File: config.mk
export PLATFORM = sky130hd
export DESIGN_NAME = lockin_result_avg
export DESIGN_NICKNAME = d
export VERILOG_FILES = /design/src/rtl/lockin_result_avg.sv
export SDC_FILE = /design/constraint.sdc
export NUM_CORES = 1
export LEC_CHECK = 0
export CAP_MARGIN = 30
export CORE_MARGIN = 2
export CORE_UTILIZATION = 61
export DETAILED_ROUTE_END_ITERATION = 10
export PLACE_DENSITY_LB_ADDON = 0.2
export SETUP_SLACK_MARGIN = 0.15
export SLEW_MARGIN = 20
export SYNTH_ARGS = -nofsm -noshare
export SYNTH_HDL_FRONTEND = slang
export SYNTH_SLANG_ARGS = --single-unit
File: constraint.sdc
create_clock -name clk -period 9.8 [get_ports clk]
set_clock_uncertainty 0.2 [all_clocks]
set_input_delay 2.94 -clock clk [delete_from_list [all_inputs] [get_ports clk]]
set_output_delay 2.94 -clock clk [all_outputs]
set_load 0.005 [all_outputs]
File: src/rtl/lockin_result_avg.sv
// lockin_result_avg
// -----------------------------------------------------------------------------
// Decimating boxcar averager for the carrier-sync phase word, with a lock
// indicator derived from the loop-filter frequency error.
//
// Every 2^LOG2N accepted samples of phase_in produce one signed mean on
// avg_out, offered to the consumer through a valid/ready handshake. A mean
// that completes while the previous one is still unconsumed is dropped, and
// the sticky overrun flag records the loss. Over the same window the largest
// |df_in| is tracked. A window counts as "in lock" when that maximum stays at
// or below LOCK_THR. LOCK_CNT consecutive in-lock windows assert locked.
//
// Ports:
//   clk        processing clock (10 MHz domain)
//   rst        synchronous reset, active low
//   clear      synchronous flush of the window being accumulated
//   in_valid   strobe qualifying phase_in / df_in
//   phase_in   signed phase-detector filter output (DW bits)
//   df_in      signed loop-filter frequency error (FW bits)
//   out_ready  consumer accepts avg_out this cycle
//   out_valid  avg_out holds an unconsumed mean
//   avg_out    signed window mean (DW bits)
//   locked     carrier lock indicator
//   overrun    sticky: a completed mean was dropped
//   win_cnt    samples accepted so far in the current window
// -----------------------------------------------------------------------------
module lockin_result_avg #(
  parameter int              DW       = 34,
  parameter int              FW       = 25,
  parameter int              LOG2N    = 10,
  parameter logic [FW-1:0]   LOCK_THR = 25'd4096,
  parameter int              LOCK_CNT = 8
) (
  input  logic             clk,
  input  logic             rst,
  input  logic             clear,
  input  logic             in_valid,
  input  logic [DW-1:0]    phase_in,
  input  logic [FW-1:0]    df_in,
  input  logic             out_ready,
  output logic             out_valid,
  output logic [DW-1:0]    avg_out,
  output logic             locked,
  output logic             overrun,
  output logic [LOG2N-1:0] win_cnt
);

  localparam int              AW       = DW + LOG2N;
  localparam logic [LOG2N-1:0] LAST_IDX = '1;
  localparam logic [7:0]      LOCK_SAT = 8'(LOCK_CNT);
  localparam logic [FW-1:0]   DF_MIN   = {1'b1, {(FW-1){1'b0}}};
  localparam logic [FW-1:0]   DF_MAX   = {1'b0, {(FW-1){1'b1}}};

  logic [AW-1:0] acc;
  logic [AW-1:0] acc_sum;
  logic [AW-1:0] phase_ext;
  logic [DW-1:0] mean;
  logic [FW-1:0] max_df;
  logic [FW-1:0] abs_df;
  logic [FW-1:0] win_max_df;
  logic [7:0]    lock_cnt;
  logic [7:0]    lock_cnt_next;
  logic          win_end;
  logic          win_ok;

  // Datapath for the current sample.
  // The mean is acc_sum >>> LOG2N truncated to DW bits, which is exactly the
  // bit slice [AW-1:LOG2N]. Slicing floors toward -inf like an arithmetic
  // shift. The magnitude of the most negative df is saturated so that it
  // still compares as "large" instead of wrapping back to itself.
  always_comb begin
    phase_ext     = {{LOG2N{phase_in[DW-1]}}, phase_in};
    acc_sum       = acc + phase_ext;
    mean          = acc_sum[AW-1:LOG2N];
    abs_df        = df_in;
    if (df_in == DF_MIN) begin
      abs_df = DF_MAX;
    end else if (df_in[FW-1]) begin
      abs_df = -df_in;
    end
    win_max_df    = (abs_df > max_df) ? abs_df : max_df;
    win_end       = in_valid && !clear && (win_cnt == LAST_IDX);
    win_ok        = (win_max_df <= LOCK_THR);
    lock_cnt_next = (lock_cnt == LOCK_SAT) ? lock_cnt : lock_cnt + 8'd1;
  end

  // Window accumulation state.
  // clear wins over a window end, so a flushed sample never reaches the
  // output. At window end everything restarts so that the next accepted
  // sample is the first of a fresh window.
  always_ff @(posedge clk) begin
    if (!rst) begin
      acc     <= '0;
      win_cnt <= '0;
      max_df  <= '0;
    end else if (clear || win_end) begin
      acc     <= '0;
      win_cnt <= '0;
      max_df  <= '0;
    end else if (in_valid) begin
      acc     <= acc_sum;
      win_cnt <= win_cnt + 1'b1;
      max_df  <= win_max_df;
    end
  end

  // Output holding register with valid/ready handshake.
  // A new mean may replace the held one only if the slot is empty or being
  // consumed in the same cycle. Otherwise it is lost and overrun latches.
  always_ff @(posedge clk) begin
    if (!rst) begin
      avg_out   <= '0;
      out_valid <= 1'b0;
      overrun   <= 1'b0;
    end else if (win_end) begin
      if (!out_valid || out_ready) begin
        avg_out   <= mean;
        out_valid <= 1'b1;
      end else begin
        overrun   <= 1'b1;
      end
    end else if (out_valid && out_ready) begin
      out_valid <= 1'b0;
    end
  end

  // Lock detector, judged once per completed window.
  // The window maximum includes the df of the closing sample itself.
  always_ff @(posedge clk) begin
    if (!rst) begin
      lock_cnt <= '0;
      locked   <= 1'b0;
    end else if (win_end) begin
      if (win_ok) begin
        lock_cnt <= lock_cnt_next;
        locked   <= (lock_cnt_next == LOCK_SAT);
      end else begin
        lock_cnt <= '0;
        locked   <= 1'b0;
      end
    end
  end

endmodule

==> summary.txt <==
Synth
  – Mapped Avg Cell Area: 7.79 um^2
  – Post-synth net total: about 1200
  – Adder-cell area share of the yosys netlist: 0.110
  – Post-synthesis cell type with the largest combined area: dfxtp_1
  – Synthesis Warnings: 0
  – Synth Area in XOR/XNOR: 0.0645
  – Largest family of logic cells by synthesized area: simple AND/OR/NAND/NOR gates
  – Post-synthesis mux area share: 0.0371
  – Synth area leaders: dfxtp_1, ha_1, a21oi_1
  – Flops & latches, synth: 124
  – Cell Area, Synth: roughly 8400 um^2
  – Compound-gate portion of the synthesized area: 0.220
  – Seq/Total Area, Yosys: 0.297
  – Post-synth EDFFs: 0
  – Fraction of registers with async set/reset: 0
  – Share of the synthesized area in the top cell type: 0.297
  – Synth unique cells: 66
  – Most used flip-flop cell after synthesis: dfxtp_1
  – Simple-gate share of the synthesized area: 0.224
  – Post-Syn Instances: 1074

Clock network
  – Clk buf depth: 2
  – Worst-skew pair later-pin latency: 0.42 ns
  – CTS tree: yes
  – CTS buffer count: 17
  – Clock transition at path regs: 0.06 ns
  – Setup bufs post-CTS: 0
  – CTS Hold Buffers Added: 0
  – CTS H-tree lvls: 4
  – Sink Count: 124
  – Post_cts resized: 0
  – Root Buffer: clkbuf_16

Routing
  – Routed wire length: roughly 21000 um
  – Vias per cell: 5.99
  – Antenna Violating Nets Remaining: 0
  – DRT iter0 DRCs: 613
  – Total number of vias: 8095
  – Routed len/inst: 15.6 um
  – # DRC: 0
  – DR pass1 iterations: 5

Power and ir drop
  – NetSw: about 0.38 mW
  – VDD IR-drop max: 0.117 mV
  – Clock power frac: 0.428
  – Switch share: 0.276
  – Cell-internal power: 1.01 mW
  – Leakage: 4.19 nW
  – Pwr dens: 138 nW/um^2
  – Share of power burned in registers: 0.378
  – Comb pwr share: 0.194

Floorplan
  – Die ar.: 14700 um^2
  – Die width: 121 um
  – Floorplan row count: 42
  – # IOs: 111
  – Core area: 13300 um^2
  – Die span in y: 121 um
  – Initial Utilization: 0.629

Worst setup path
  – CP startpoint kind: input pin
  – Crit path DAT: 8.57 ns
  – Crit Path Max Fanout: 14
  – Crit Path Class: in -> reg
  – Data required, critical path: 9.94 ns
  – CP Capture Type: flip-flop

Place
  – Gpl congestion: a little over 0.9
  – DP HPWL: 14900 um
  – Worst slack, placed: 1.04 ns
  – Port Buffer Count: 110

STA
  – Setup TNS Final: 0 ns
  – Final period util: 0.860
  – Max-slew violation count: 0
  – Unrepaired setup endpoints after global routing: false
  – Final setup vio count: 0
  – Period minus WS final: 8.43 ns
  – Final WS setup: 1.37 ns
  – Fin. Hold Viols: 0
  – Slew @ Worst Pin: approximately 0.9 ns
  – Max_slew headroom: 0.404
  – Fmax achieved: 0.119 GHz

Layout
  – Final nets: 1300
  – Layout cells sized above 1: 0.0502
  – Area delta synth->final: 21.1%
  – Commonest cells after routing, fill and taps aside: dfxtp_1, nand2_1, nor2_1, clkdlybuf4s50_1, a21oi_1
  – N_diodes: 0
  – Commonest non-fill, non-tap cell in the layout: dfxtp_1

GRT
  – First-pass GRT wire length: 34900 um
  – Grt met3 use: 0.0517
  – Met1 GRT Util: 0.402
  – Tot GR Track Use: 0.292
  – Total gr overflow: 0
  – Routing usage on met2: 0.468
  – Vias in the first global route: 7465
  – Largest net degree at the start of global routing: 49
  – Initial antenna violation count: 0
  – Busiest grt layer: met2

Run status
  – Status: complete, no violations

Job
  – Max_cap viols: 0

Worst hold path
  – Hold WC Path Type: reg -> reg
-- per-layer routing --
layer  wire length (um)  up-vias
met4                340        0
met1               9840     3780
met2               9660      252
met5                  0        -
met3               1270       27
li1                   -     4036
-- cells in the mapped netlist, types with 3 or more instances --
master	number
dfxtp_1	124
nand2_1	124
nor2_1	109
a21oi_1	97
ha_1	72
o21ai_0	55
inv_1	51
nand3_1	47
clkbuf_1	35
a21o_1	33
xnor2_1	32
mux2i_1	31
a211oi_1	30
xor2_1	27
nand4_1	22
or3_1	17
and3_1	12
o31ai_1	12
a31oi_1	10
nor3_1	10
buf_1	9
nand2b_1	9
nor4_1	9
o21a_1	7
o21bai_1	7
or2_2	7
nor2b_1	6
a221oi_1	5
o211ai_1	5
and2_1	4
or4_1	4
a31o_2	3
and4_1	3
o2111ai_1	3
o211a_1	3
-- worst max-delay path, stage by stage --
cell and delay, ns:
clkdlybuf4s50_1 0.46, inv_1 0.08, ha_1 0.23, or4b_1 0.50, or3_1 0.49, or2_1 0.30, o31ai_1 0.27, xnor2_1 0.14
nand2b_1 0.19, ha_1 0.33, a21o_1 0.19, a21o_1 0.17, a21oi_1 0.14, o21ai_0 0.13, a211oi_1 0.50, or2_2 0.24
o2111ai_1 0.14, a211oi_2 0.79, a31oi_1 0.18, o21ai_0 0.17
-- stage by stage --
step | utilization | instance area [um^2] | hold slack, ns | std cells | total power [mW]
finish | 0.762 | 10100 | 0.253 | 1352 | 1.39
global route | 0.762 | 10100 | 0.268 | 1352 | 1.45
CTS | 0.762 | 10100 | 0.254 | 1352 | 1.39
detailed placement | 0.720 | 9570 | 0.247 | 1320 | 0.799
global placement | 0.717 | 9540 | 0.243 | 1319 | 0.792
floorplan | - | 8360 | 0.237 | 1074 | 0.721
-- layout make-up --
cell class | instances | area [um^2]
clock buffer | 26 | 499
tap | 176 | 220
timing repair buffer | 118 | 1180
clock inverter | 6 | 60.1
inverter | 52 | 195
sequential | 124 | 2480
fill | 1012 | 3170
multi-input combinational | 850 | 5490
-- registers in the layout (all words and copies together), names as in the netlist --
signal / count
out_valid: 1
avg_out: 34
locked: 1
overrun: 1
max_df: 25
lock_cnt: 8
win_cnt: 10
acc: 44
-- cell families (layout without fill, tap and decap cells) --
logic type	after synthesis	in the layout
and+or+nand+nor	396	396
AOI/OAI and AO/OA	289	289
DFF	124	124
buffers and inverters	100	202
adders and majority gates	73	73
xor gates and xnor gates	60	60
muxes	31	31
other	1	1
-- power by group through the flow --
stage | clock [mW] | combinational [mW] | sequential (mW)
after floorplan | 0 | 0.186 | 0.534
after global placement | 0 | 0.256 | 0.536
after detailed placement | 0 | 0.263 | 0.537
after CTS | 0.600 | 0.267 | 0.526
after global routing | 0.624 | 0.299 | 0.527
final | 0.597 | 0.271 | 0.526
-- worst paths after layout --
kind	end	cells past startpoint	slack, ns	from
worst min-delay path	avg_out[15]	2	0.25	avg_out[15]
worst min register to register	avg_out[15]	2	0.25	avg_out[15]
worst max-delay path	lock_cnt[4]	20	1.37	df_in[0]
worst max register to register	acc[42]	13	6.08	acc[0]
Note: power is estimated with default switching activity, not from simulation.
